===== config.mk =====
export PLATFORM = sky130hd
export DESIGN_NAME = ahb_slave_ram
export DESIGN_NICKNAME = d
export VERILOG_FILES = /design/src/rtl/ahb_slave_ram_pkg.sv /design/src/rtl/ahb_byte_lanes.sv /design/src/rtl/ahb_slave_ram.sv
export SDC_FILE = /design/constraint.sdc
export NUM_CORES = 2
export LEC_CHECK = 0
export CORE_ASPECT_RATIO = 0.7
export CORE_MARGIN = 2
export CORE_UTILIZATION = 35
export CTS_CLUSTER_SIZE = 14
export DETAILED_ROUTE_END_ITERATION = 12
export PLACE_DENSITY_LB_ADDON = 0.12
export SLEW_MARGIN = 10
export SYNTH_ARGS = -nofsm -noshare
export SYNTH_HDL_FRONTEND = slang
export SYNTH_SLANG_ARGS = --single-unit

===== constraint.sdc =====
create_clock -name clk -period 4.19 [get_ports clk]
set_input_delay 0.6285 -clock clk [delete_from_list [all_inputs] [get_ports clk]]
set_output_delay 0.6285 -clock clk [all_outputs]
set_load 0.005 [all_outputs]

===== src/rtl/ahb_slave_ram_pkg.sv =====
// Shared AHB encodings, FSM state type and lane-merge helper for the AHB slave RAM.
package ahb_slave_ram_pkg;

    typedef enum logic [1:0] {
        HTRANS_IDLE   = 2'b00,
        HTRANS_BUSY   = 2'b01,
        HTRANS_NONSEQ = 2'b10,
        HTRANS_SEQ    = 2'b11
    } htrans_e;

    typedef enum logic [2:0] {
        HSIZE_BYTE = 3'd0,
        HSIZE_HALF = 3'd1,
        HSIZE_WORD = 3'd2
    } hsize_e;

    localparam logic HRESP_OKAY  = 1'b0;
    localparam logic HRESP_ERROR = 1'b1;

    typedef enum logic [1:0] {
        IDLE = 2'd0,
        WAIT = 2'd1,
        ERR1 = 2'd2,
        ERR2 = 2'd3
    } state_e;

    function automatic logic trans_active(input logic [1:0] trans);
        return (trans == HTRANS_NONSEQ) || (trans == HTRANS_SEQ);
    endfunction

    // Replace the enabled byte lanes of old_word with those of new_word.
    function automatic logic [31:0] merge_lanes(input logic [31:0] old_word,
                                                input logic [31:0] new_word,
                                                input logic [3:0]  lanes);
        logic [31:0] res;
        res = old_word;
        for (int i = 0; i < 4; i++) begin
            if (lanes[i]) begin
                res[8*i +: 8] = new_word[8*i +: 8];
            end else begin
                res[8*i +: 8] = old_word[8*i +: 8];
            end
        end
        return res;
    endfunction

endpackage


===== src/rtl/ahb_byte_lanes.sv =====
// Little-endian byte-lane enables for an AHB transfer, plus a misalignment/illegal-size flag.
module ahb_byte_lanes
    import ahb_slave_ram_pkg::*;
(
    input  logic [1:0] addr,
    input  logic [2:0] size,
    output logic [3:0] lanes,
    output logic       misaligned
);

    // Decode size and low address bits into lane enables.
    always_comb begin
        lanes      = 4'b0000;
        misaligned = 1'b0;
        case (size)
            HSIZE_BYTE: begin
                lanes = 4'b0001 << addr;
            end
            HSIZE_HALF: begin
                if (addr[0]) begin
                    misaligned = 1'b1;
                end else if (addr[1]) begin
                    lanes = 4'b1100;
                end else begin
                    lanes = 4'b0011;
                end
            end
            HSIZE_WORD: begin
                if (addr != 2'b00) begin
                    misaligned = 1'b1;
                end else begin
                    lanes = 4'b1111;
                end
            end
            default: begin
                misaligned = 1'b1;
            end
        endcase
    end

endmodule


===== src/rtl/ahb_slave_ram.sv =====
// AHB-Lite slave RAM with programmable wait states, two-cycle ERROR response,
// byte-lane writes and write-to-read forwarding for back-to-back transfers.
module ahb_slave_ram
    import ahb_slave_ram_pkg::*;
#(
    parameter int ADDR_WORDS  = 64,
    parameter int WAIT_STATES = 1
) (
    input  logic        clk,
    input  logic        reset,
    input  logic        HSEL,
    input  logic [31:0] HADDR,
    input  logic [1:0]  HTRANS,
    input  logic        HWRITE,
    input  logic [2:0]  HSIZE,
    input  logic [31:0] HWDATA,
    input  logic        HREADY,
    output logic [31:0] HRDATA,
    output logic        HREADYOUT,
    output logic        HRESP
);

    localparam int          AW        = $clog2(ADDR_WORDS);
    localparam logic [31:0] MEM_BYTES = 32'(ADDR_WORDS * 4);
    localparam logic [1:0]  WAIT_LOAD = (WAIT_STATES > 0) ? 2'(WAIT_STATES - 1) : 2'd0;

    state_e        state_r, state_nx_s;
    logic [1:0]    cnt_r, cnt_nx_s;
    logic          comp_r, comp_nx_s;
    logic [AW-1:0] addr_r;
    logic          write_r;
    logic [3:0]    lanes_r;
    logic [31:0]   hrdata_r;
    logic          hreadyout_r, hreadyout_nx_s;
    logic          hresp_r, hresp_nx_s;

    logic [31:0]   mem_r [ADDR_WORDS];

    logic          accept_s;
    logic          take_s;
    logic          err_s;
    logic          misaligned_s;
    logic [3:0]    lanes_s;
    logic          commit_s;
    logic          rd_load_s;
    logic [AW-1:0] rd_idx_s;
    logic [31:0]   fwd_s;

    ahb_byte_lanes u_lanes (
        .addr       (HADDR[1:0]),
        .size       (HSIZE),
        .lanes      (lanes_s),
        .misaligned (misaligned_s)
    );

    assign accept_s = HSEL & trans_active(HTRANS) & HREADY;
    assign err_s    = misaligned_s | (HADDR >= MEM_BYTES);
    assign commit_s = comp_r & write_r & ~reset;

    // A pipelined read must see the data of the write completing on the same edge.
    assign rd_idx_s = take_s ? HADDR[AW+1:2] : addr_r;
    assign fwd_s    = (commit_s && (addr_r == rd_idx_s)) ?
                      merge_lanes(mem_r[rd_idx_s], HWDATA, lanes_r) : mem_r[rd_idx_s];

    // Next-state, wait counter and completion-cycle decode.
    always_comb begin
        state_nx_s = state_r;
        cnt_nx_s   = cnt_r;
        comp_nx_s  = 1'b0;
        take_s     = 1'b0;
        case (state_r)
            IDLE, ERR2: begin
                if (accept_s) begin
                    take_s = 1'b1;
                    if (err_s) begin
                        state_nx_s = ERR1;
                    end else if (WAIT_STATES == 0) begin
                        state_nx_s = IDLE;
                        comp_nx_s  = 1'b1;
                    end else begin
                        state_nx_s = WAIT;
                        cnt_nx_s   = WAIT_LOAD;
                    end
                end else begin
                    state_nx_s = IDLE;
                end
            end
            WAIT: begin
                if (cnt_r == 2'd0) begin
                    state_nx_s = IDLE;
                    comp_nx_s  = 1'b1;
                end else begin
                    cnt_nx_s = cnt_r - 2'd1;
                end
            end
            ERR1: begin
                state_nx_s = ERR2;
            end
            default: begin
                state_nx_s = IDLE;
                cnt_nx_s   = 2'd0;
            end
        endcase
        hreadyout_nx_s = (state_nx_s != WAIT) && (state_nx_s != ERR1);
        hresp_nx_s     = ((state_nx_s == ERR1) || (state_nx_s == ERR2)) ? HRESP_ERROR : HRESP_OKAY;
        rd_load_s      = comp_nx_s & ~(take_s ? HWRITE : write_r);
    end

    // Control state, captured address phase and registered bus outputs.
    always_ff @(posedge clk) begin
        if (reset) begin
            state_r     <= IDLE;
            cnt_r       <= 2'd0;
            comp_r      <= 1'b0;
            addr_r      <= '0;
            write_r     <= 1'b0;
            lanes_r     <= 4'b0000;
            hrdata_r    <= 32'h0000_0000;
            hreadyout_r <= 1'b1;
            hresp_r     <= HRESP_OKAY;
        end else begin
            state_r     <= state_nx_s;
            cnt_r       <= cnt_nx_s;
            comp_r      <= comp_nx_s;
            hreadyout_r <= hreadyout_nx_s;
            hresp_r     <= hresp_nx_s;
            if (take_s) begin
                addr_r  <= HADDR[AW+1:2];
                write_r <= HWRITE;
                lanes_r <= lanes_s;
            end
            if (rd_load_s) begin
                hrdata_r <= fwd_s;
            end
        end
    end

    // Storage array; deliberately not cleared by reset.
    always_ff @(posedge clk) begin
        if (commit_s) begin
            mem_r[addr_r] <= merge_lanes(mem_r[addr_r], HWDATA, lanes_r);
        end
    end

    assign HRDATA    = hrdata_r;
    assign HREADYOUT = hreadyout_r;
    assign HRESP     = hresp_r;

endmodule


### Yosys cells after proc, flatten, opt, wreduce, memory -nomap -nowiden

Memory sizes are Yosys's and may differ from the RTL's.
Index checks and enable logic that the tools add are counted.
W data, S select, Z words.

| word-level totals | value |
|---|---|
| memories | 1 |
| logic and storage cells | 92 |
| output and inout port bits | 34 |
| register bits | 50 |
| bits of input ports | 74 |
| bits in writable memories | 2048 |

Memories:

| name | words | bits a word | rd ports | clocked after memory_dff | wr ports | RTL line | RTL |
|---|---|---|---|---|---|---|---|
| mem_r | 64 | 32 | 1 | 0 | 1 | ahb_slave_ram.sv:37 | `logic [31:0] mem_r [ADDR_WORDS];` |

| cells by class | value |
|---|---|
| shift operators | 1 |
| reductions and logical operators | 15 |
| magnitude comparators | 1 |
| mux-type cells | 37 |
| equal/unequal tests | 19 |
| bitwise operators | 8 |
| add/sub/neg operators | 1 |

Operators with widths:

| operator | number |
|---|---|
| $mux W8 | 12 |
| $ge A32 B9 Y1 const B | 1 |
| $mux W32 | 1 |
| $ne A2 B2 Y1 const B | 8 |
| $eq A2 B2 Y1 const B | 6 |
| $mux W2 | 6 |
| $mux W4 | 3 |
| $pmux W4 S3 | 1 |
| $mux W1 | 10 |
| $reduce_and A2 Y1 | 4 |
| $eq A6 B6 Y1 | 1 |
| $mux W6 | 1 |
| $pmux W2 S3 | 1 |
| $and A1 B1 Y1 | 5 |
| $logic_not A2 Y1 | 2 |
| $pmux W2 S2 | 1 |
| $reduce_and A4 Y1 | 1 |
| $reduce_bool A2 Y1 | 2 |
| $shl A1 B2 Y4 const A | 1 |
| $eq A3 B1 Y1 const B | 1 |
| $eq A3 B2 Y1 const B | 1 |
| $logic_not A3 Y1 | 1 |
| $pmux W1 S3 | 1 |
| $eq A2 B1 Y1 const B | 1 |
| other kinds (7) | 10 |

### Depth between registers and ports, before layout

| depth | value |
|---|---|
| depth in word-level cells | 10 |
| gate-level depth with buffers | 16 |
| depth with buffers taken out | 10 |

### By module

Synthesis repeated with hierarchy kept, for this count alone.

| second synthesis, totals | value |
|---|---|
| cell total of the unflattened synthesis | 5500 |
| area total of the unflattened synthesis | 82709.3 µm² |

By module, submodules not included:

| module | area each (µm²) | sequential area each (µm²) | cells an instance | instances |
|---|---|---|---|---|
| ahb_slave_ram | 82606.7 | 62499.9 | 5487 | 1 |
| ahb_byte_lanes | 102.6 | 0.0 | 13 | 1 |

### Worst setup path after synthesis

OpenSTA, ideal clock, no wires.

| timing path | value |
|---|---|
| path type | reg-to-reg |
| start | register state_r[0] |
| end | register hrdata_r[26], in the netlist HRDATA[26] (read register of mem_r) |
| setup time | 0.134 ns |
| clock period less this slack | 2.912 ns |
| data required time | 4.056 ns |
| path buffers | 3 |
| setup slack | 1.278 ns |
| data arrival time | 2.778 ns |
| stages on the path, launching flop included | 13 |
| path through | dfxtp_1 > inv_1 > ha_1 > nand4_1 > buf_6 > mux2i_4 > buf_12 > buf_12 > mux4_2 > a21oi_1 > nand4_1 > a2111oi_0 > a211oi_1 |

| on the way | value |
|---|---|
| longest elaborated chain between the ends | 7 |
| elaborated cells on any way between the ends | 15 |
| those cells by class | 3 x eq/ne; 6 x mux; 2 x bitwise; 3 x reduce/logical; 1 x memory |

Ends and longest elaborated chain:

| item | RTL line | RTL |
|---|---|---|
| from (decl) | ahb_slave_ram.sv:27 | `state_e state_r, state_nx_s;` |
| from (signal assigned) | ahb_slave_ram.sv:122 | `state_r <= state_nx_s;` |
| $eq A2 B2 Y1 or $logic_not A2 Y1 (tied branches) | ahb_slave_ram.sv:71 | `case (state_r)` |
| $reduce_or A2 Y1 | ahb_slave_ram.sv:71 |  |
| $mux W1 | ahb_slave_ram.sv:71 |  |
| $mux W6 | n/a |  |
| $mem_v2 Z64 W32 or $eq A6 B6 Y1 (tied branches) | n/a |  |
| $mux W8 or $logic_and A1 B1 Y1 (tied branches) | n/a |  |
| $mux W32 | n/a |  |
| to (decl) | ahb_slave_ram.sv:33 | `logic [31:0] hrdata_r;` |

Parallel ways exist; a longest one is shown, timed or not.
A chain may end at the register's enable or synchronous reset.

### Final worst setup path

| timing path | value |
|---|---|
| start | register state_r[0] |
| end | register hrdata_r[27], in the netlist HRDATA[27] (read register of mem_r) |

The elaborated chain is that of the path after synthesis.

==> impl_metrics.csv <==
group,metric,value,unit
status,status,"completed",
floorplanning,coreArea,236000,µm²
timing,worstMarginPinSlew,1.19,ns
hold_path,hold_depth,1,
worst_setup_path,cp_data_arrival_time,4.69,ns
synth,synth_commonest_cells,"2048 x edfxtp_1, 1214 x nand2_1, 438 x nand3_1",
floorplanning,io_pins,108,
worst_setup_path,r2r-start,"state_r[0]",
synth,async_flop_share,0,%
clock_network,clkSinkCount,2098,
cells_and_area,drive_above_1_share,19.1,%
clock_network,insertion_delay,0.91,ns
clock_network,cts_tree,"done",
timing,max_freq,253,MHz
drt,ant_nets,0,
worst_setup_path,start_kind,"flop",
timing,final-max-slew-violation-count,0,
synth,synthCells,5690,
worst_setup_path,criticalPathCategory,"flop to flop",
clock_network,cts_buffer_depth,4,
synth,synth_top_area_cell,"edfxtp_1",
synth,synth_top_area_share,73.6,%
clock_network,ctsHtreeMaxLevel,4,
timing,finalSetupViolCount,0,
drt,route.detailed.drc,0,
floorplanning,start_util,35.3,%
cells_and_area,area_delta_synth_final,19.4,%
timing,whs,0.168,ns
power_and_ir_drop,p_leak,0.0331,µW
synth,ys_seq_area_share,74.8,%
placement,io_buffers,106,
timing,period_share,94.3,%
timing,clock_skew,0.0683,ns
global_route,grt_max_degree,79,
placement,dpl.hpwl,215000,µm
floorplanning,dieArea,243000,µm²
timing,grt_setup_unrepaired,"false",
global_route,overflow,0,
clock_network,numCtsBuffers,209,
synth,synthTopCellsByArea,"edfxtp_1 74%, nand2_1 5.5%, mux4_2 3.7%",
synth,yosysMostFrequentCell,"edfxtp_1",
clock_network,cts_hold_buffers,0,
global_route,antenna_found_initial,25,
drt,wirelength,320000,µm
synth,yosysWarnings,0,
global_route,grt_pass1_wl,436000,µm
worst_setup_path,critPathMaxFanout,18,
worst_setup_path,end_kind,"flop",
timing,finalHoldViolations,0,
power_and_ir_drop,irDropWorstVdd,315,µV
power_and_ir_drop,p_per_area,450,nW/µm²
cells_and_area,fin_nets,6469,
drt,vias_per_cell,5.65,
cells_and_area,fin_area,99700,µm²
global_route,grt_pass1_vias,51400,
worst_setup_path,r2r_cells,13,
floorplanning,die_w,588,µm
hold_path,min_to,"mem_r[28][5]",
synth,syn_area,83500,µm²
placement,dpl_cell_area,93100,µm²
clock_network,cts_root_buf,"clkbuf_16",
global_route,track_usage,25.8,%
placement,place.gp.congestion,0.891,
synth,synth.avg_cell_area,14.7,µm²
drt,vias,55100,
timing,fin_crit,3.95,ns
synth,synth_edf_count,2048,
floorplanning,fp.dieH,413,µm
drt,drt-wirelength-per-cell,32.8,µm
drt,first_pass_iters,8,
clock_network,post_cts_resized,1,
drt,drt_iter0_markers,8297,
synth,synthFlopType,"edfxtp_1",
hold_path,min_path_type,"input pin to flop",
floorplanning,rows,149,
synth,synthDistinctLibCells,73,
run,drv_cap,0,
synth,syn_nets,5770,
clock_network,cts_setup_buffers,0,
clock_network,clk_pin_slew,0.06,ns
hold_path,hold_path_startpoint,"HWDATA[5]",
timing,max-slew-margin-rel,20.3,%
worst_setup_path,r2r-end,"HRDATA[27]",
synth,synth-seq-cells,2098,
worst_setup_path,required,4.93,ns
worst_setup_path,r2r_slack,0.24,ns
critical path, stage by stage, from the launching register on:
cell and delay, ns:
dfxtp_1 0.35, inv_1 0.06, ha_1 0.36, nand4_1 0.13
buf_4 0.16, mux2i_4 0.48, buf_12 0.26, buf_12 0.22
buf_4 0.16, mux4_2 0.54, nand2_1 0.12, o21ai_0 0.12
a2111oi_2 0.62, a311oi_1 0.19
layer usage:
layer	track usage [%]	up-vias	wire (µm)
li1	-	23100	-
met4	6.87	36	8620
met1	39.3	28600	144000
met3	6.21	475	33000
met5	0.312	-	373
met2	36.6	2857	134000
cells by family (layout without fill, tap and decap cells):
kind of cell    after synthesis  count (layout)  share of synthesized area [%]
mux                         289             289                           5.65
compound gates              644             644                           5.18
xor+xnor                      7               7                         0.0734
flops                      2098            2098                           74.8
buf+inv                     366            1229                           2.52
simple gates               2280            2280                           11.6
other cells                   0              16                              0
fa+ha+maj                     6               6                         0.0899
report_power, final:
part / internal, µW / switching, µW
clock: 10400 / 8230
combinational: 1040 / 2190
sequential: 23000 / 34.9
total: 34400 / 10400
registers in the layout (all words and copies together), names as in the netlist:
signal and cells:
addr_r 6, write_r 1, HREADYOUT 1, HRDATA 32, comp_r 1, lanes_r 4
mem_r 2048, cnt_r 2, HRESP 1, state_r 2
stage by stage:
step	total power, µW	utilization, %	setup TNS [ns]	cells	worst slack [ns]
2_1_floorplan	24800	-	0	5690	1.28
3_3_place_gp	26700	39.4	-0.663	9349	-0.663
3_5_place_dp	26700	39.4	-0.363	9349	-0.363
4_1_cts	45100	42.2	0	9724	0.260
5_1_grt	46000	42.2	0	9726	0.0335
6_report	44900	42.2	0	9740	0.237
worst max path at each step:
stage | start | to | slack (ns) | cells past startpoint
detailed placement | HREADY | HRDATA[27] | -0.36 | 12
global placement | HREADY | HRDATA[27] | -0.66 | 12
floorplan | state_r[0] | HRDATA[26] | 1.28 | 12
finish | state_r[0] | HRDATA[27] | 0.24 | 13
CTS | state_r[0] | HRDATA[27] | 0.26 | 13
global route | state_r[0] | HRDATA[27] | 0.03 | 13
area by class of cell:
cell class / count / area (µm²)
fill: 21800 / 137000
sequential: 2098 / 62500
multi-input combinational: 3226 / 19100
timing repair buffer: 846 / 7510
clock buffer: 277 / 5660
tap: 3171 / 3970
clock inverter: 98 / 862
antenna: 16 / 40.0
inverter: 8 / 30.0
layout by cell type (no fill, tap or decap), types with 10 or more instances in the layout:
cell type / Yosys / routed
a211oi_1: 19 / 19
nand2_1: 1214 / 1210
o21ai_0: 38 / 38
a221oi_1: 36 / 36
a32oi_1: 74 / 74
nor4_1: 28 / 28
bufinv_16: 0 / 15
clkinv_2: 0 / 35
mux2i_1: 136 / 132
and3_1: 28 / 27
mux4_2: 139 / 139
edfxtp_1: 2048 / 2048
dfxtp_1: 50 / 50
clkinv_1: 0 / 37
a311oi_1: 25 / 25
diode_2: 0 / 16
o22ai_1: 16 / 14
nor3_1: 38 / 36
o211ai_1: 10 / 10
nor2_1: 376 / 368
clkdlybuf4s50_1: 0 / 73
nor2b_1: 11 / 11
nand3_1: 438 / 437
buf_12: 14 / 85
a31oi_1: 75 / 75
clkbuf_8: 0 / 15
buf_2: 132 / 33
a22oi_1: 70 / 70
nor2_4: 0 / 10
clkbuf_1: 106 / 52
buf_4: 28 / 655
clkbuf_16: 0 / 210
nand4_1: 110 / 110
a21oi_1: 219 / 218
No activity file was read; power rests on OpenSTA's default activity.
